## src/rtl/sb_msg_arbiter_pkg.sv

```systemverilog
// -----------------------------------------------------------------------------
// sb_msg_arbiter_pkg
//   Shared LTSM definitions used by the sideband message arbiter:
//   - FSM state encoding (IDLE / ISSUE / WAIT_DONE / DONE)
//   - default sideband message and lane-encoding widths
//   - requester id encoding (0 = TX sequencer, 1 = RX sequencer)
// -----------------------------------------------------------------------------
package sb_msg_arbiter_pkg;

   localparam int SB_MSG_W = 4;
   localparam int SB_ENC_W = 3;

   typedef enum logic [1:0] {
      ST_IDLE      = 2'd0,
      ST_ISSUE     = 2'd1,
      ST_WAIT_DONE = 2'd2,
      ST_DONE      = 2'd3
   } sb_state_e;

   typedef enum logic {
      REQ_TX = 1'b0,
      REQ_RX = 1'b1
   } sb_req_id_e;

   // The requester that should be favoured after `id` has been served.
   function automatic sb_req_id_e other_req(input sb_req_id_e id);
      return (id == REQ_TX) ? REQ_RX : REQ_TX;
   endfunction

endpackage

```

## src/rtl/sb_rr_arb2.sv

```systemverilog
// -----------------------------------------------------------------------------
// sb_rr_arb2
//   Two-way round-robin grant between the TX and RX requesters.
//   The grant is combinational from the requests and the priority pointer;
//   the pointer only moves when a transaction completes (upd_i), and then
//   favours the requester that was not just served.
//
// Ports
//   clk, rst      clock, synchronous active-high reset (pointer -> TX)
//   req_tx_i      TX request
//   req_rx_i      RX request
//   upd_i         completion strobe, advances the pointer
//   upd_id_i      id of the requester that just completed
//   gnt_valid_o   at least one request present
//   gnt_id_o      id of the requester that would win this cycle
// -----------------------------------------------------------------------------
module sb_rr_arb2
   import sb_msg_arbiter_pkg::*;
(
   input  logic       clk,
   input  logic       rst,
   input  logic       req_tx_i,
   input  logic       req_rx_i,
   input  logic       upd_i,
   input  sb_req_id_e upd_id_i,
   output logic       gnt_valid_o,
   output sb_req_id_e gnt_id_o
);

   sb_req_id_e ptr_q;
   sb_req_id_e ptr_d;

   // Pointer next state: move away from the requester that just completed.
   always_comb begin
      ptr_d = ptr_q;
      if (upd_i) begin
         ptr_d = other_req(upd_id_i);
      end else begin
         ptr_d = ptr_q;
      end
   end

   // Grant selection: the pointer only matters when both requesters compete.
   always_comb begin
      gnt_valid_o = req_tx_i | req_rx_i;
      gnt_id_o    = REQ_TX;
      if (req_tx_i && req_rx_i) begin
         gnt_id_o = ptr_q;
      end else if (req_rx_i) begin
         gnt_id_o = REQ_RX;
      end else begin
         gnt_id_o = REQ_TX;
      end
   end

   // Priority pointer register.
   always_ff @(posedge clk) begin
      if (rst) begin
         ptr_q <= REQ_TX;
      end else begin
         ptr_q <= ptr_d;
      end
   end

endmodule

```

## src/rtl/sb_msg_arbiter.sv

```systemverilog
// -----------------------------------------------------------------------------
// sb_msg_arbiter
//   Shares the LTSM sideband message channel between the TX-side and RX-side
//   sequencers of one training substate. One requester is granted at a time;
//   its message and lane encoding are latched, a one-cycle o_valid is sent,
//   and the channel is held until the sideband reports completion with a busy
//   falling edge. The winner then receives a one-cycle done pulse. If no edge
//   arrives within TIMEOUT_CYCLES of the issue cycle, the sticky o_timeout
//   flag is raised and the channel is released without a done pulse.
//
// Ports
//   clk, rst                         clock, synchronous active-high reset
//   i_en                             substate enable; low returns to IDLE and
//                                    clears o_timeout (pointer is kept)
//   i_valid_tx/i_msg_tx/i_enc_tx     TX request, message, lane encoding
//   i_valid_rx/i_msg_rx/i_enc_rx     RX request, message, lane encoding
//   i_busy                           sideband busy level (blocks new issue)
//   i_falling_edge_busy              sideband finished a message
//   o_valid                          one-cycle message strobe
//   o_sideband_message               latched message (0 outside ISSUE/WAIT_DONE)
//   o_sideband_data_lanes_encoding   latched encoding (0 outside ISSUE/WAIT_DONE)
//   o_done_tx / o_done_rx            one-cycle completion pulse to the winner
//   o_timeout                        sticky completion-timeout flag
// -----------------------------------------------------------------------------
module sb_msg_arbiter
   import sb_msg_arbiter_pkg::*;
#(
   parameter int MSG_W          = SB_MSG_W,
   parameter int ENC_W          = SB_ENC_W,
   parameter int TIMEOUT_CYCLES = 1024
) (
   input  logic             clk,
   input  logic             rst,
   input  logic             i_en,
   input  logic             i_valid_tx,
   input  logic [MSG_W-1:0] i_msg_tx,
   input  logic [ENC_W-1:0] i_enc_tx,
   input  logic             i_valid_rx,
   input  logic [MSG_W-1:0] i_msg_rx,
   input  logic [ENC_W-1:0] i_enc_rx,
   input  logic             i_busy,
   input  logic             i_falling_edge_busy,
   output logic             o_valid,
   output logic [MSG_W-1:0] o_sideband_message,
   output logic [ENC_W-1:0] o_sideband_data_lanes_encoding,
   output logic             o_done_tx,
   output logic             o_done_rx,
   output logic             o_timeout
);

   // The counter is 0 in the ISSUE cycle and counts the cycles since issue,
   // so it never needs to hold more than TIMEOUT_CYCLES-1.
   localparam int CNT_W = (TIMEOUT_CYCLES > 2) ? $clog2(TIMEOUT_CYCLES) : 1;
   localparam logic [CNT_W-1:0] CNT_LAST = CNT_W'(TIMEOUT_CYCLES - 1);
   localparam logic [CNT_W-1:0] CNT_ONE  = CNT_W'(1);

   sb_state_e        state_q,   state_d;
   logic [CNT_W-1:0] cnt_q,     cnt_d;
   sb_req_id_e       win_q,     win_d;
   logic [MSG_W-1:0] msg_q,     msg_d;
   logic [ENC_W-1:0] enc_q,     enc_d;
   logic             valid_q,   valid_d;
   logic             done_tx_q, done_tx_d;
   logic             done_rx_q, done_rx_d;
   logic             timeout_q, timeout_d;

   logic             gnt_valid_s;
   sb_req_id_e       gnt_id_s;
   logic             arb_upd_s;

   sb_rr_arb2 u_arb (
      .clk         (clk),
      .rst         (rst),
      .req_tx_i    (i_valid_tx),
      .req_rx_i    (i_valid_rx),
      .upd_i       (arb_upd_s),
      .upd_id_i    (win_q),
      .gnt_valid_o (gnt_valid_s),
      .gnt_id_o    (gnt_id_s)
   );

   // FSM next state and next values of every registered output.
   // Outputs are computed for the state being entered so that they line up
   // with that state once registered.
   always_comb begin
      state_d   = state_q;
      cnt_d     = {CNT_W{1'b0}};
      win_d     = win_q;
      msg_d     = msg_q;
      enc_d     = enc_q;
      valid_d   = 1'b0;
      done_tx_d = 1'b0;
      done_rx_d = 1'b0;
      timeout_d = timeout_q;
      arb_upd_s = 1'b0;

      if (!i_en) begin
         // Substate disabled: abandon any transaction, no done pulse.
         state_d   = ST_IDLE;
         msg_d     = {MSG_W{1'b0}};
         enc_d     = {ENC_W{1'b0}};
         timeout_d = 1'b0;
      end else begin
         case (state_q)
            ST_IDLE: begin
               msg_d = {MSG_W{1'b0}};
               enc_d = {ENC_W{1'b0}};
               if (gnt_valid_s && !i_busy) begin
                  state_d = ST_ISSUE;
                  win_d   = gnt_id_s;
                  valid_d = 1'b1;
                  if (gnt_id_s == REQ_RX) begin
                     msg_d = i_msg_rx;
                     enc_d = i_enc_rx;
                  end else begin
                     msg_d = i_msg_tx;
                     enc_d = i_enc_tx;
                  end
               end else begin
                  state_d = ST_IDLE;
               end
            end

            ST_ISSUE: begin
               // Any falling edge seen here belongs to earlier traffic.
               state_d = ST_WAIT_DONE;
               cnt_d   = cnt_q + CNT_ONE;
            end

            ST_WAIT_DONE: begin
               if (i_falling_edge_busy) begin
                  state_d = ST_DONE;
                  msg_d   = {MSG_W{1'b0}};
                  enc_d   = {ENC_W{1'b0}};
                  if (win_q == REQ_RX) begin
                     done_rx_d = 1'b1;
                  end else begin
                     done_tx_d = 1'b1;
                  end
               end else if (cnt_q == CNT_LAST) begin
                  // Hung sideband: release the channel, keep the pointer.
                  state_d   = ST_IDLE;
                  msg_d     = {MSG_W{1'b0}};
                  enc_d     = {ENC_W{1'b0}};
                  timeout_d = 1'b1;
               end else begin
                  state_d = ST_WAIT_DONE;
                  cnt_d   = cnt_q + CNT_ONE;
               end
            end

            ST_DONE: begin
               state_d   = ST_IDLE;
               arb_upd_s = 1'b1;
            end

            default: begin
               state_d = ST_IDLE;
               msg_d   = {MSG_W{1'b0}};
               enc_d   = {ENC_W{1'b0}};
            end
         endcase
      end
   end

   // State, counter, latched request and output registers.
   always_ff @(posedge clk) begin
      if (rst) begin
         state_q   <= ST_IDLE;
         cnt_q     <= {CNT_W{1'b0}};
         win_q     <= REQ_TX;
         msg_q     <= {MSG_W{1'b0}};
         enc_q     <= {ENC_W{1'b0}};
         valid_q   <= 1'b0;
         done_tx_q <= 1'b0;
         done_rx_q <= 1'b0;
         timeout_q <= 1'b0;
      end else begin
         state_q   <= state_d;
         cnt_q     <= cnt_d;
         win_q     <= win_d;
         msg_q     <= msg_d;
         enc_q     <= enc_d;
         valid_q   <= valid_d;
         done_tx_q <= done_tx_d;
         done_rx_q <= done_rx_d;
         timeout_q <= timeout_d;
      end
   end

   assign o_valid                        = valid_q;
   assign o_sideband_message             = msg_q;
   assign o_sideband_data_lanes_encoding = enc_q;
   assign o_done_tx                      = done_tx_q;
   assign o_done_rx                      = done_rx_q;
   assign o_timeout                      = timeout_q;

endmodule

```

## config.mk

```make
export PLATFORM = sky130hd
export DESIGN_NAME = sb_msg_arbiter
export DESIGN_NICKNAME = d
export VERILOG_FILES = /design/src/rtl/sb_msg_arbiter_pkg.sv /design/src/rtl/sb_rr_arb2.sv /design/src/rtl/sb_msg_arbiter.sv
export SDC_FILE = /design/constraint.sdc
export NUM_CORES = 1
export LEC_CHECK = 0
export BUFFER_PORTS_ARGS = -buffer_cell sky130_fd_sc_hd__buf_2
export CAP_MARGIN = 30
export CORE_MARGIN = 2
export CORE_UTILIZATION = 51
export DETAILED_ROUTE_END_ITERATION = 8
export PLACE_DENSITY = 0.78
export SLEW_MARGIN = 20
export SYNTH_ARGS = -nofsm -noshare
export SYNTH_HDL_FRONTEND = slang
export SYNTH_SLANG_ARGS = --single-unit
export TNS_END_PERCENT = 100
```

## constraint.sdc

```tcl
create_clock -name clk -period 2.1 [get_ports clk]
set_input_delay 0.105 -clock clk [delete_from_list [all_inputs] [get_ports clk]]
set_output_delay 0.105 -clock clk [all_outputs]
set_load 0.02 [all_outputs]
```

# Word-level counts from Yosys, hierarchy flattened
# Index checks and enable logic that the tools add are counted.
# totals
register_bits	25
in_bits	21
output_inout_bits	11
elab_cells	56
# classes
addsub	1
eq_ne	5
mux	24
bitwise_logic	5
reduce_logical	11
# ops
op	n
$mux W10	2
$pmux W10 S2	1
$mux W4	4
$mux W3	4
$add A10 B1 Y10 const B	1
$eq A10 B10 Y1 const B	1
$mux W1	8
$pmux W2 S4	1
$pmux W4 S2	1
$pmux W3 S2	1
$reduce_and A3 Y1	2
$eq A2 B2 Y1 const B	2
$mux W2	2
$not A1 Y1	4
$reduce_or A4 Y1	1
$ne A3 B3 Y1 const B	1
$reduce_or A3 Y1	1
$eq A2 B1 Y1 const B	1
$logic_and A1 B1 Y1	2
$logic_not A2 Y1	1
$reduce_and A2 Y1	1
$reduce_bool A2 Y1	1
$reduce_or A2 Y1	1
$logic_not A1 Y1	1
$or A1 B1 Y1	1

# Logic depth before layout (Yosys ltp)
# logic_depth
word_depth	5
ltp_mapped	7
depth_no_buf	6

# Hierarchy
# From an unflattened synthesis, not the netlist that was laid out.
# unflattened
cells_unflattened	130
area_unflattened_um2	1222.4
# by_module_without_submodules
module	instances	cells_each	area_per_inst_um2
sb_msg_arbiter	1	124	1173.6
sb_rr_arb2	1	6	48.8

# Worst setup path after synthesis
# Ideal clock, no wire load.
# synth_path
path_kind	reg-to-reg
from	register state_q[0]
to	register enc_q[0] (netlist: o_sideband_data_lanes_encoding[0])
setup_ns	0.070
arrival_time_ns	1.525
required_ns	2.030
setup_slack_ns	0.505
path_stages_with_launch	8
path_buffers	1
path_cell_list	dfxtp_1 -> inv_1 -> ha_1 -> or2_2 -> a41oi_4 -> and2_4 -> buf_6 -> o2bb2ai_1
# synth_between
elab_chain_cells	3
word_cells_on_any_way	6
# synth_lines
item	line_no	rtl
start: declaration	sb_msg_arbiter.sv:57	sb_state_e state_q, state_d;
start signal: assignment	sb_msg_arbiter.sv:179	state_q <= state_d;
$eq A2 B2 Y1 / $logic_not A2 Y1 (equally long branches)	sb_msg_arbiter.sv:104	case (state_q)
$ne A3 B3 Y1 (no source line) / $reduce_bool A2 Y1 (equally long branches)	n/a	
$reduce_and A2 Y1 (no source line)	n/a	
end signal: assignment	sb_msg_arbiter.sv:173	enc_q <= {ENC_W{1'b0}};
end signal: assignment	sb_msg_arbiter.sv:183	enc_q <= enc_d;
end: declaration	sb_msg_arbiter.sv:61	logic [ENC_W-1:0] enc_q, enc_d;
# Parallel ways exist; a longest one is shown, timed or not.
# A chain may end at the register's enable or synchronous reset.

# Worst setup path in the final report
# layout_path
from	register state_q[0]
to	register msg_q[1] (netlist: o_sideband_message[1])
# layout_between
elab_chain_cells	3
word_cells_on_any_way	6
# layout_lines
item	line_no	rtl
$eq A2 B2 Y1 / $logic_not A2 Y1 (equally long branches)	sb_msg_arbiter.sv:104	
$ne A3 B3 Y1 (no source line) / $reduce_bool A2 Y1 (equally long branches)	n/a	
$reduce_and A2 Y1 (no source line)	n/a	
end signal: assignment	sb_msg_arbiter.sv:172	msg_q <= {MSG_W{1'b0}};
end signal: assignment	sb_msg_arbiter.sv:182	msg_q <= msg_d;
end: declaration	sb_msg_arbiter.sv:60	logic [MSG_W-1:0] msg_q, msg_d;
# Parallel ways exist; a longest one is shown, timed or not.

==> metrics.txt <==
Avg Cell Area, Syn=around 10 sq um; Critical Path Start Type=register; CTS root buf=clkbuf_4; Syn Inst Count=about 120; final design utilization=0.626; slowest stage delay, CP=slightly above 0.4 ns; share of cells above drive strength 1=0.300; DIE AREA=around 2700 sq um; CTS sink cnt=25; I/O Pins=32; Seq cells post-synth=25; Rel. slew slack=0.775; Core ar.=around 2200 sq um; NumNets Final=177; Vias=around 920; synth top area cells=dfxtp_1 42%, mux2i_1 5.9%, ha_1 5.3%; critical path start-end classification=reg2reg; initial antenna violation count=0; crit-path cells=inv_1 > ha_1 > or2_2 > a41oi_4 > and2_4 > o2bb2ai_1; power per cell area=557 nW/um^2; Die Wd=between 50 and 60 microns; Netlist Area Pre-Place=about 1200 sq um; part of the power in combinational logic=0.099; vias in the first global route=920; cell family with most CP delay=simple AND/OR/NAND/NOR gates; Final Total Pwr=a little under 0.8 mW; Max Clk Rate=approximately 600 MHz; Die Ht=52.2 microns; first-pass GRT wire length=3800 microns; worst slew pin tran=0.337 ns; largest fanout on the critical path=7; Tcrit/Tclk final=0.813; CTS tree=built; First-pass DRT Iterations=5; CTS Buf Count=3; Worst EP required=between 2 and 2.5 ns; clk slew on worst S/H paths=0.14 ns; Setup violations, final=0; status=complete, no violations; WL final=2220 microns; Final TNS setup=0 ns; EDFF count, synth=0; switch share=0.237; sequential power share=0.628; RePlAce Congestion=between 0.7 and 0.8; Crit-path slowest cell=dfxtp_1; htree depth=1; final worst slack=0.393 ns; largest area contributor in the netlist=dfxtp_1; Buf/Inv on CP=1; GRT overflow=0; Fin. Hold Viols=0; gr usage total=0.183; Synth cell types=38; ANT cells=0; post-route cell area=around 1400 sq um; skew final=between 0.01 and 0.015 ns; CP Data Arrival Time=between 1.5 and 2 ns; syn_nets=~140; Syn. warnings=0; Starting Density=0.536; crit end category=register; maximum number of pins on one net before global-route repair=15; Antenna Nets Post-Route=0; Min-Delay Path Class=in2reg; post-CTS resize count=0; Leak Pwr=~0.56 nW; Via density=5.18; clock insertion delay at the later pin of the skew report=0.32 ns; DPL Wire Length=1710 microns; DR WL/cell=between 10 and 15 microns; Synth top cells by count=25 x dfxtp_1, 13 x nor2_1, 7 x mux2i_1; CTS max path bufs=2; max_cap viols=0; Starting DRT DRC Count=6; Int Power=~0.59 mW; Main synth FF type=dfxtp_1; Synth async-reset ratio=0; Psw=~0.18 mW; port bufs=31; dpl cell area=between 1000 and 1500 sq um; Std-Cell Rows=17; area grow syn2layout=16.9%; most common cell in the netlist=dfxtp_1; RSZ-0062 raised after global routing=no; Worst IR Drop VDD=377 uV; Residual DRC=0; top-area cell type share of the netlist area=0.422; DP Worst Slack=0.427 ns; register area share after synthesis=0.422; min Tclk post-route=1.71 ns; Clk pwr share=0.273; fin. max-slew vios=0
## area by class of cell
class | instances | area (sq um)
fillers | 196 | 827
well taps | 28 | 35.0
inverters | 6 | 22.5
clock buffers | 3 | 22.5
repair buffers | 33 | 173
clock inverters | 1 | 5.00
multi-input cells | 82 | 627
flip-flops and latches | 25 | 500
## flip-flops by register name, indices dropped and copies added (netlist names)
signal / flops
cnt_q: 10
o_done_rx: 1
o_done_tx: 1
o_sideband_data_lanes_encoding: 3
o_sideband_message: 4
o_timeout: 1
o_valid: 1
state_q: 2
u_arb.ptr_q: 1
win_q: 1
## power groups by stage
stage	combinational [mW]	sequential [mW]	clock, mW
2_1_floorplan	0.0382	0.500	0
3_3_place_gp	0.0733	0.494	0
3_5_place_dp	0.0754	0.494	0
4_1_cts	0.0771	0.484	0.223
5_1_grt	0.0847	0.485	0.241
6_report	0.0766	0.484	0.210
## placed cells by master (no fill, tap or decap), drive strengths merged
| master | count |
|---|---|
| o2bb2ai | 6 |
| xnor2 | 2 |
| and4 | 3 |
| and2b | 1 |
| mux2i | 7 |
| dlygate4sd3 | 1 |
| o2111ai | 1 |
| xor2 | 5 |
| or2 | 2 |
| nor3 | 3 |
| nand2b | 1 |
| dfxtp | 25 |
| clkinv | 1 |
| a21boi | 1 |
| nand3 | 5 |
| buf | 32 |
| clkbuf | 3 |
| and3 | 1 |
| a211oi | 1 |
| mux2 | 1 |
| o31ai | 1 |
| nor2b | 2 |
| a41oi | 3 |
| and2 | 1 |
| nand2 | 6 |
| o21ai | 1 |
| inv | 6 |
| nand4 | 1 |
| a22oi | 1 |
| ha | 5 |
| a21oi | 3 |
| or3 | 1 |
| a32oi | 1 |
| o211ai | 3 |
| nor2 | 13 |
## repair_timing
action	4_1_cts	5_1_grt
buffers inserted	0	0
endpoints found under the hold margin	2	0
hold buffers	1	0
## worst min-delay path: cells and delay by family
kind,cells,cell delay (ns)
AO/OA/AOI/OAI,1,0.12
multiplexers,1,0.05
buffers and inverters,1,0.07
## path summary, 6_finish.rpt
path / startpoint / to / slack (ns) / cells past startpoint
min reg2reg: o_sideband_data_lanes_encoding[2] / o_sideband_data_lanes_encoding[2] / 0.48 / 1
max: state_q[0] / o_sideband_message[1] / 0.39 / 6
min: i_enc_tx[2] / o_sideband_data_lanes_encoding[2] / 0.06 / 3
max reg2reg: state_q[0] / o_sideband_message[1] / 0.39 / 6
## per-layer routing
metal | GRT usage | up-vias | routed length, microns
met5 | 0 | - | 0
met4 | 0.0385 | 0 | 0
met3 | 0.0371 | 0 | 117
met2 | 0.312 | 25 | 1050
met1 | 0.240 | 413 | 1050
li1 | - | 484 | -
## through the flow
stage	cells	hold WS, ns
2_1_floorplan	118	0.177
3_3_place_gp	173	0.308
3_5_place_dp	173	0.323
4_1_cts	178	0.0417
5_1_grt	178	0.0760
6_report	178	0.0556
## kinds of logic after synthesis
family / Yosys count / share of synthesized area
adders and majority gates: 5 / 0.0528
DFF: 25 / 0.422
AOI/OAI and AO/OA: 22 / 0.174
and+or+nand+nor: 40 / 0.178
muxes: 8 / 0.0718
buffers and inverters: 11 / 0.0486
xor gates and xnor gates: 7 / 0.0517
Power figures use the tool's default switching activity.
